$ cat src/rtl/bram_fifo_pkg.sv
// Shared types and defaults for the bit-serial block-RAM FIFO controller.
package bram_fifo_pkg;

    localparam int unsigned DEFAULT_ADDR_W    = 12;
    localparam int unsigned DEFAULT_AFULL_LVL = 4000;

    typedef enum logic {
        S_IDLE    = 1'b0,
        S_RD_WAIT = 1'b1
    } state_t;

    // Storage depth in bits for a given RAM address width.
    function automatic int unsigned depth_of(input int unsigned addr_w);
        return 32'(1) << addr_w;
    endfunction

endpackage

$ cat src/rtl/bram_fifo_ptr.sv
// Wrapping RAM address pointer; advances by one when inc is high.
module bram_fifo_ptr #(
    parameter int unsigned ADDR_W = 12
) (
    input  logic              CLK,
    input  logic              RST_N,
    input  logic              inc,
    output logic [ADDR_W-1:0] ptr
);

    always_ff @(posedge CLK or negedge RST_N) begin
        if (!RST_N) begin
            ptr <= '0;
        end else if (inc) begin
            ptr <= ptr + ADDR_W'(1);
        end
    end

endmodule

$ cat src/rtl/bram_s1_fifo_ctrl.sv
// Bit-serial FIFO controller for a single-port 1-bit-wide synchronous block RAM.
// Optional occupancy outputs LEVEL/ALMOST_FULL when BRAM_FIFO_LEVEL_EN is defined.
module bram_s1_fifo_ctrl
    import bram_fifo_pkg::*;
#(
`ifdef BRAM_FIFO_LEVEL_EN
    parameter int unsigned AFULL_LVL = DEFAULT_AFULL_LVL,
`endif
    parameter int unsigned ADDR_W = DEFAULT_ADDR_W
) (
    input  logic              CLK,
    input  logic              RST_N,
    input  logic              WR_VALID,
    input  logic              WR_DATA,
    output logic              WR_READY,
    output logic              RD_VALID,
    output logic              RD_DATA,
    input  logic              RD_READY,
    output logic [ADDR_W-1:0] RAM_ADDR,
    output logic              RAM_DI,
    output logic              RAM_WE,
    output logic              RAM_EN,
    output logic              RAM_RST,
`ifdef BRAM_FIFO_LEVEL_EN
    output logic [ADDR_W+1:0] LEVEL,
    output logic              ALMOST_FULL,
`endif
    input  logic              RAM_DO
);

    localparam int unsigned      CNT_W     = ADDR_W + 1;
    localparam logic [CNT_W-1:0] DEPTH_CNT = CNT_W'(depth_of(ADDR_W));

    state_t            state_q, state_nxt;
    logic [CNT_W-1:0]  cnt_q, cnt_nxt;
    logic [ADDR_W-1:0] wr_ptr, rd_ptr, addr_q;
    logic              di_q, run_q;
    logic              rd_slot, rd_go, wr_go;
    logic              rd_valid_nxt, rd_data_nxt;

    bram_fifo_ptr #(.ADDR_W(ADDR_W)) u_wr_ptr (
        .CLK   (CLK),
        .RST_N (RST_N),
        .inc   (wr_go),
        .ptr   (wr_ptr)
    );

    bram_fifo_ptr #(.ADDR_W(ADDR_W)) u_rd_ptr (
        .CLK   (CLK),
        .RST_N (RST_N),
        .inc   (rd_go),
        .ptr   (rd_ptr)
    );

    // Port arbitration: a starved output register wins the port over a pending write.
    always_comb begin
        rd_slot  = run_q && (state_q == S_IDLE) && (cnt_q != '0) && (!RD_VALID || RD_READY);
        rd_go    = rd_slot && (!RD_VALID || !WR_VALID);
        WR_READY = run_q && (cnt_q != DEPTH_CNT) && !rd_go;
        wr_go    = WR_VALID && WR_READY;

        RAM_EN   = wr_go || rd_go;
        RAM_WE   = wr_go;
        RAM_RST  = 1'b0;
        RAM_ADDR = addr_q;
        RAM_DI   = di_q;
        if (wr_go) begin
            RAM_ADDR = wr_ptr;
            RAM_DI   = WR_DATA;
        end else if (rd_go) begin
            RAM_ADDR = rd_ptr;
        end

        cnt_nxt = cnt_q;
        if (wr_go) begin
            cnt_nxt = cnt_q + CNT_W'(1);
        end else if (rd_go) begin
            cnt_nxt = cnt_q - CNT_W'(1);
        end

        state_nxt = rd_go ? S_RD_WAIT : S_IDLE;

        rd_valid_nxt = RD_VALID;
        rd_data_nxt  = RD_DATA;
        if (state_q == S_RD_WAIT) begin
            rd_valid_nxt = 1'b1;
            rd_data_nxt  = RAM_DO;
        end else if (RD_VALID && RD_READY) begin
            rd_valid_nxt = 1'b0;
        end
    end

    // run_q keeps the write port closed until the first edge after reset release.
    always_ff @(posedge CLK or negedge RST_N) begin
        if (!RST_N) begin
            run_q    <= 1'b0;
            state_q  <= S_IDLE;
            cnt_q    <= '0;
            RD_VALID <= 1'b0;
            RD_DATA  <= 1'b0;
            addr_q   <= '0;
            di_q     <= 1'b0;
        end else begin
            run_q    <= 1'b1;
            state_q  <= state_nxt;
            cnt_q    <= cnt_nxt;
            RD_VALID <= rd_valid_nxt;
            RD_DATA  <= rd_data_nxt;
            if (RAM_EN) begin
                addr_q <= RAM_ADDR;
            end
            if (wr_go) begin
                di_q <= WR_DATA;
            end
        end
    end

`ifdef BRAM_FIFO_LEVEL_EN
    localparam int unsigned LVL_W = ADDR_W + 2;

    logic [LVL_W-1:0] level_nxt;

    // Level counts RAM contents, the read in flight and the output register.
    always_comb begin
        level_nxt = LVL_W'(cnt_nxt) + LVL_W'(state_nxt == S_RD_WAIT) + LVL_W'(rd_valid_nxt);
    end

    always_ff @(posedge CLK or negedge RST_N) begin
        if (!RST_N) begin
            LEVEL       <= '0;
            ALMOST_FULL <= 1'b0;
        end else begin
            LEVEL       <= level_nxt;
            ALMOST_FULL <= (level_nxt >= LVL_W'(AFULL_LVL));
        end
    end
`endif

endmodule
$ cat config.mk
export PLATFORM = sky130hd
export DESIGN_NAME = bram_s1_fifo_ctrl
export DESIGN_NICKNAME = d
export VERILOG_FILES = /design/src/rtl/bram_fifo_pkg.sv /design/src/rtl/bram_fifo_ptr.sv /design/src/rtl/bram_s1_fifo_ctrl.sv
export SDC_FILE = /design/constraint.sdc
export NUM_CORES = 1
export LEC_CHECK = 0
export ABC_AREA = 1
export CORE_MARGIN = 1
export CORE_UTILIZATION = 35
export DETAILED_ROUTE_END_ITERATION = 8
export MAX_ROUTING_LAYER = met4
export SLEW_MARGIN = 5
export SYNTH_ARGS = -nofsm -noshare
export SYNTH_HDL_FRONTEND = slang
export SYNTH_HIERARCHICAL = 1
export SYNTH_SLANG_ARGS = --single-unit
$ cat constraint.sdc
create_clock -name CLK -period 2.34 [get_ports CLK]
set_input_delay 0.468 -clock CLK [delete_from_list [all_inputs] [get_ports CLK]]
set_output_delay 0.468 -clock CLK [all_outputs]
set_load 0.1 [all_outputs]
After elaboration in Yosys (flattened, before gate mapping)
Cells that the tools add are included.
- flip-flop bits (word level): 54
- output and inout bits: 19
- logic and storage cells: 40
- $add $sub $neg: 4
- equal/unequal tests: 1
- mux-type cells: 8
- bitwise logic cells: 1
- reduce and logical (&&, ||, !) cells: 17
- operators by type and width (kind ; number):
    13-bit 2-to-1 mux ; 2
    12-bit by 1-bit adder with 12-bit output, second input constant ; 2
    12-bit 2-to-1 mux ; 2
    13-bit by 1-bit adder with 13-bit output, second input constant ; 1
    13-bit inequality test, second input constant ; 1
    13-bit nonzero test ; 1
    13-bit by 1-bit subtractor with 13-bit output, second input constant ; 1
    1-bit logical AND ; 8
    1-bit 2-to-1 mux ; 4
    2-bit nonzero test ; 2
    1-bit zero test ; 3
    1-bit logical OR ; 3
    1-bit NOT ; 1

Logic depth before layout (Yosys ltp)
- depth after elaboration: 9
- mapped depth: 17
- depth with buffers taken out: 16

Hierarchy
Netlist, hierarchy kept.
- modules (own cells, without submodules) (module ; times used ; cells an instance ; area an instance (µm²) ; seq. area each (µm²)):
    bram_s1_fifo_ctrl ; 1 ; 298 ; 2040.7 ; 750.7
    bram_fifo_ptr ; 2 ; 65 ; 578.1 ; 300.3

Worst setup path after synthesis
OpenSTA, ideal clock, no wires.
- path kind: reg2out
- start: reg RD_VALID
- end: out RAM_ADDR[10]
- arrival: 2702 ps
- path slack: -830 ps
- stages on the path, launching flop included: 10
- cell sequence: dfrtp_1 -> inv_1 -> o21bai_1 -> nor2_1 -> nand2_4 -> nand3_4 -> inv_2 -> buf_6 -> nand2_1 -> nand2_1
- longest elaborated chain between the ends: 8
- elaborated cells on any way between the ends: 10
- those cells by class: mux: 2; reduce/logical: 8
- ends and longest elaborated chain (item ; RTL line ; text):
    from (decl) ; bram_s1_fifo_ctrl.sv:16 ; output logic RD_VALID,
    from (signal assigned) ; bram_s1_fifo_ctrl.sv:107 ; RD_VALID <= rd_valid_nxt;
    1-bit zero test (*) ; bram_s1_fifo_ctrl.sv:57, bram_s1_fifo_ctrl.sv:58 ;
    1-bit logical OR ; bram_s1_fifo_ctrl.sv:57 ; rd_slot = run_q && (state_q == S_IDLE) && (cnt_q != '0) && (!RD_VALID || RD_READY);
    1-bit logical AND ; bram_s1_fifo_ctrl.sv:57 ;
    1-bit logical AND (*) ; bram_s1_fifo_ctrl.sv:58 ; rd_go = rd_slot && (!RD_VALID || !WR_VALID);
    1-bit zero test (*) ; bram_s1_fifo_ctrl.sv:59 ; WR_READY = run_q && (cnt_q != DEPTH_CNT) && !rd_go;
    1-bit logical AND (*) ; bram_s1_fifo_ctrl.sv:59 ;
    1-bit logical AND (*) ; bram_s1_fifo_ctrl.sv:60 ; wr_go = WR_VALID && WR_READY;
    via RAM_WE ; bram_s1_fifo_ctrl.sv:21 ; output logic RAM_WE,
    12-bit 2-to-1 mux (*) ; bram_s1_fifo_ctrl.sv:67 ; if (wr_go) begin
    to (decl) ; bram_s1_fifo_ctrl.sv:19 ; output logic [ADDR_W-1:0] RAM_ADDR,
Mark *: on every way through the listed nets, which the timed path passes. The rest lies on a longest branch.

Worst setup path after layout
- start: reg cnt_q[4]
- end: reg cnt_q[10]
- longest elaborated chain between the ends: 8
- elaborated cells on any way between the ends: 14
- those cells by class: add/sub: 2; eq/ne: 1; mux: 2; reduce/logical: 9
- ends and longest elaborated chain (item ; RTL line ; text):
    from (decl) ; bram_s1_fifo_ctrl.sv:35 ; logic [CNT_W-1:0] cnt_q, cnt_nxt;
    from (signal assigned) ; bram_s1_fifo_ctrl.sv:106 ; cnt_q <= cnt_nxt;
    parallel branches: the longest is 8 deep, another holds 13-bit by 1-bit subtractor with 13-bit output ; -- ;
Parallel ways; which one is timed is not known. The select of a mux whose other input is x is not followed.
A chain may end at the register's enable or synchronous reset.

==> results_dict.tcl <==
set metrics [dict create \
    status "complete, but fails checks" \
    violations "negative setup slack" \
    grt_max_degree 41 \
    path_buf_inv 4 \
    core_um2 8763 \
    synth_cells 428 \
    crit_path_end_kind "flop" \
    crit_slowest_cell "dfrtp_1" \
    seqCellArea_um2 1355 \
    dieArea_um2 9520 \
    cts_sinks 54 \
    wl_per_cell_um 13.23 \
    period_needed_ns 2.548 \
    worst_slack_ns -0.2082 \
    cts_buffers 5 \
    globalRoute.totalOverflow 0 \
    cp.required_ns 2.55 \
    min_path_type "input port to asynchronous set/reset pin" \
    cpPeakStageDelay_ns 0.38 \
    syn-num-nets 448 \
    p_comb_frac 0.684 \
    internal-power_mw 3.357 \
    start_util 0.3648 \
    synth_seq_cells 54 \
    io_pins 25 \
    critPathArrivalTime_ns 2.75 \
    cts.htree.levels 2 \
    clock_latency_ns 0.30 \
    fillers 746 \
    fin_worst_skew_ns 0.009221 \
    synth_area_per_cell_um2 7.469 \
    antenna_found_initial 0 \
    dpl.hpwl_mm 5.388 \
    final_max_slew_viol_count 0 \
    port_buffers 23 \
    fin_tns_setup_ns -2.745 \
    cp-start-kind "flop" \
    gp_congestion 0.8214 \
    seq_power_share 0.227 \
    drt_iter0_markers 131 \
    dieWidth_um 97.57 \
    num_rows 34 \
    power.density_nw_per_um2 1248 \
    clkTransAtPathRegs_ns 0.10 \
    n_antenna_cell 0 \
    yosysSeqAreaShare 0.4227 \
    fmax_mhz 392.4 \
    placed_area_um2 4118 \
    place_ws_ns -0.4942 \
    drv_cap 0 \
    hold_violations 0 \
    clockBufferDepth 2 \
    wl_mm 8.254 \
    ir_drop_uv 499.0 \
    ant_nets 0 \
    netlist_area_um2 3197 \
    p_switching_mw 2.908 \
    drive_gt1_frac 0.3779 \
    worstSetupPathType "flop to flop" \
    viasPerCell 4.747 \
    crit_chain "nor2_2 -> nand2_2 -> nor2_4 -> buf_4 -> a21oi_2 -> nand3_4 -> buf_12 -> buf_12 -> ha_4 -> nand2_4 -> buf_4 -> nor2_2 -> nand3b_1 -> nand3_1 -> nand2_1 -> nand3_2 -> nand2_1" \
    setup_violations 25 \
    cts_root_buffer "clkbuf_8" \
    postCtsHoldBufs 0 \
    crit_fanout 7 \
    track_usage 0.1900 \
    clockPowerShare 0.089 \
    dr_total_vias 2962 \
    yosys_warnings 6 \
    cts_tree "built" \
    yosysUniqueCellTypes 25 \
    layout_commonest_cell "nand2_1" \
    nets 535 \
    rsz0062_at_grt "yes" \
    layout_common_cells "148 x nand2_1, 53 x dfrtp_1, 48 x buf_4" \
    path_delay_family "simple AND/OR/NAND/NOR gates" \
    drt_first_pass_iters 4 \
    syn_to_final_growth_pct 56.99 \
    swShare 0.4642 \
    multi_input_area_um2 2237 \
    drc 0 \
    finalCritPeriodShare 1.089 \
    grt_pass1_wl_mm 14.41 \
    cellLeakagePower_nw 2.462 \
    grt_pass1_vias 3026 \
    die_h_um 97.57 \
    design_area_um2 5019 \
]
state kept, by name, summed over array words and instances, names as in the netlist:
signal and cells:
cnt_q 13, addr_q 12, u_rd_ptr/ptr 12, RD_DATA 1, RD_VALID 1, di_q 1
run_q 1, state_q 1, u_wr_ptr/ptr 12
power by group through the flow:
| stage | Combinational [mW] | Clock (mW) | Sequential [mW] |
|---|---|---|---|
| 6_report | 4.29 | 0.559 | 1.42 |
| 5_1_grt | 4.63 | 0.622 | 1.45 |
| 4_1_cts | 4.01 | 0.589 | 1.41 |
| 3_3_place_gp | 3.20 | 0 | 1.42 |
| 2_1_floorplan | 2.06 | 0 | 1.49 |
| 3_5_place_dp | 3.23 | 0 | 1.43 |
layout make-up:
type,count,share of cell area
Multi-Input combinational cell,330,0.4458
Sequential cell,54,0.2700
Clock buffer,6,0.01645
Timing Repair Buffer,87,0.2072
Tap cell,108,0.02693
Inverter,37,0.03017
Clock inverter,2,0.003490
path summary, 6_finish.rpt:
check / start / to / slack [ns] / cells after the start
worst min register to register: u_wr_ptr/ptr[7] / u_wr_ptr/ptr[7] / 0.51 / 1
worst max-delay path: cnt_q[4] / cnt_q[10] / -0.21 / 17
max in group asynchronous: RST_N / RD_VALID / 1.73 / 2
worst min-delay path: RST_N / u_wr_ptr/ptr[2] / 0.07 / 1
worst max register to register: cnt_q[4] / cnt_q[10] / -0.21 / 17
min in group CLK: u_wr_ptr/ptr[7] / u_wr_ptr/ptr[7] / 0.51 / 1
routing by layer:
layer	GRT usage	wire [µm]
met3	0.02158	212
met4	0.04977	119
met2	0.3082	4067
met5	-	0
met1	0.2532	3855
synthesized netlist by cell type:
cell,instances,area share
nand2_1,195,0.23
dfrtp_1,54,0.42
inv_1,35,0.041
nor2_1,30,0.035
nand3_1,23,0.036
xor2_1,14,0.038
ha_1,13,0.051
nand4_1,10,0.020
a21oi_1,9,0.014
o21ai_0,9,0.014
xnor2_1,7,0.019
buf_6,3,0.011
mux2_2,3,0.011
nand3b_1,3,0.0070
o21bai_1,3,0.0070
buf_2,2,0.0031
buf_4,2,0.0047
conb_1,2,0.0023
inv_2,2,0.0023
nand2_4,2,0.0070
nor2_2,2,0.0039
nor2_4,2,0.0070
a21o_1,1,0.0023
fa_1,1,0.0063
nand3_4,1,0.0055
what timing repair did:
item                       4_1_cts  5_1_grt
pin swaps                       57       26
setup endpoints to repair       27       30
buffers inserted                16        6
gates cloned                     3        0
resized for setup              105       22
worst register-to-register path, stage by stage, from the launching register on:
cell and delay, ns:
dfrtp_1 0.38, nor2_2 0.05, nand2_2 0.09, nor2_4 0.05, buf_4 0.13, a21oi_2 0.20, nand3_4 0.16, buf_12 0.17
buf_12 0.14, ha_4 0.32, nand2_4 0.07, buf_4 0.14, nor2_2 0.10, nand3b_1 0.14, nand3_1 0.12, nand2_1 0.07
nand3_2 0.07, nand2_1 0.06
stage by stage:
step,utilization,total power [mW],cells,hold WS [ns]
2_1_floorplan,-,3.542,428,0.1724
3_3_place_gp,0.4699,4.615,591,0.4053
3_5_place_dp,0.4699,4.660,591,0.4075
4_1_cts,0.5573,6.005,618,0.06514
5_1_grt,0.5727,6.704,624,0.07790
6_report,0.5727,6.266,624,0.06767
logic make-up (layout without fill, tap and decap cells):
logic type | after synthesis | after routing | synth area share
other | 2 | 2 | 0.002349
AOI/OAI and AO/OA | 22 | 22 | 0.03757
adders and majority gates | 14 | 14 | 0.05714
and+or+nand+nor | 268 | 268 | 0.3503
muxes | 3 | 3 | 0.01057
xor gates and xnor gates | 21 | 21 | 0.05754
DFF | 54 | 54 | 0.4227
buffers and inverters | 44 | 132 | 0.06184
No activity file was read; power rests on OpenSTA's default activity.
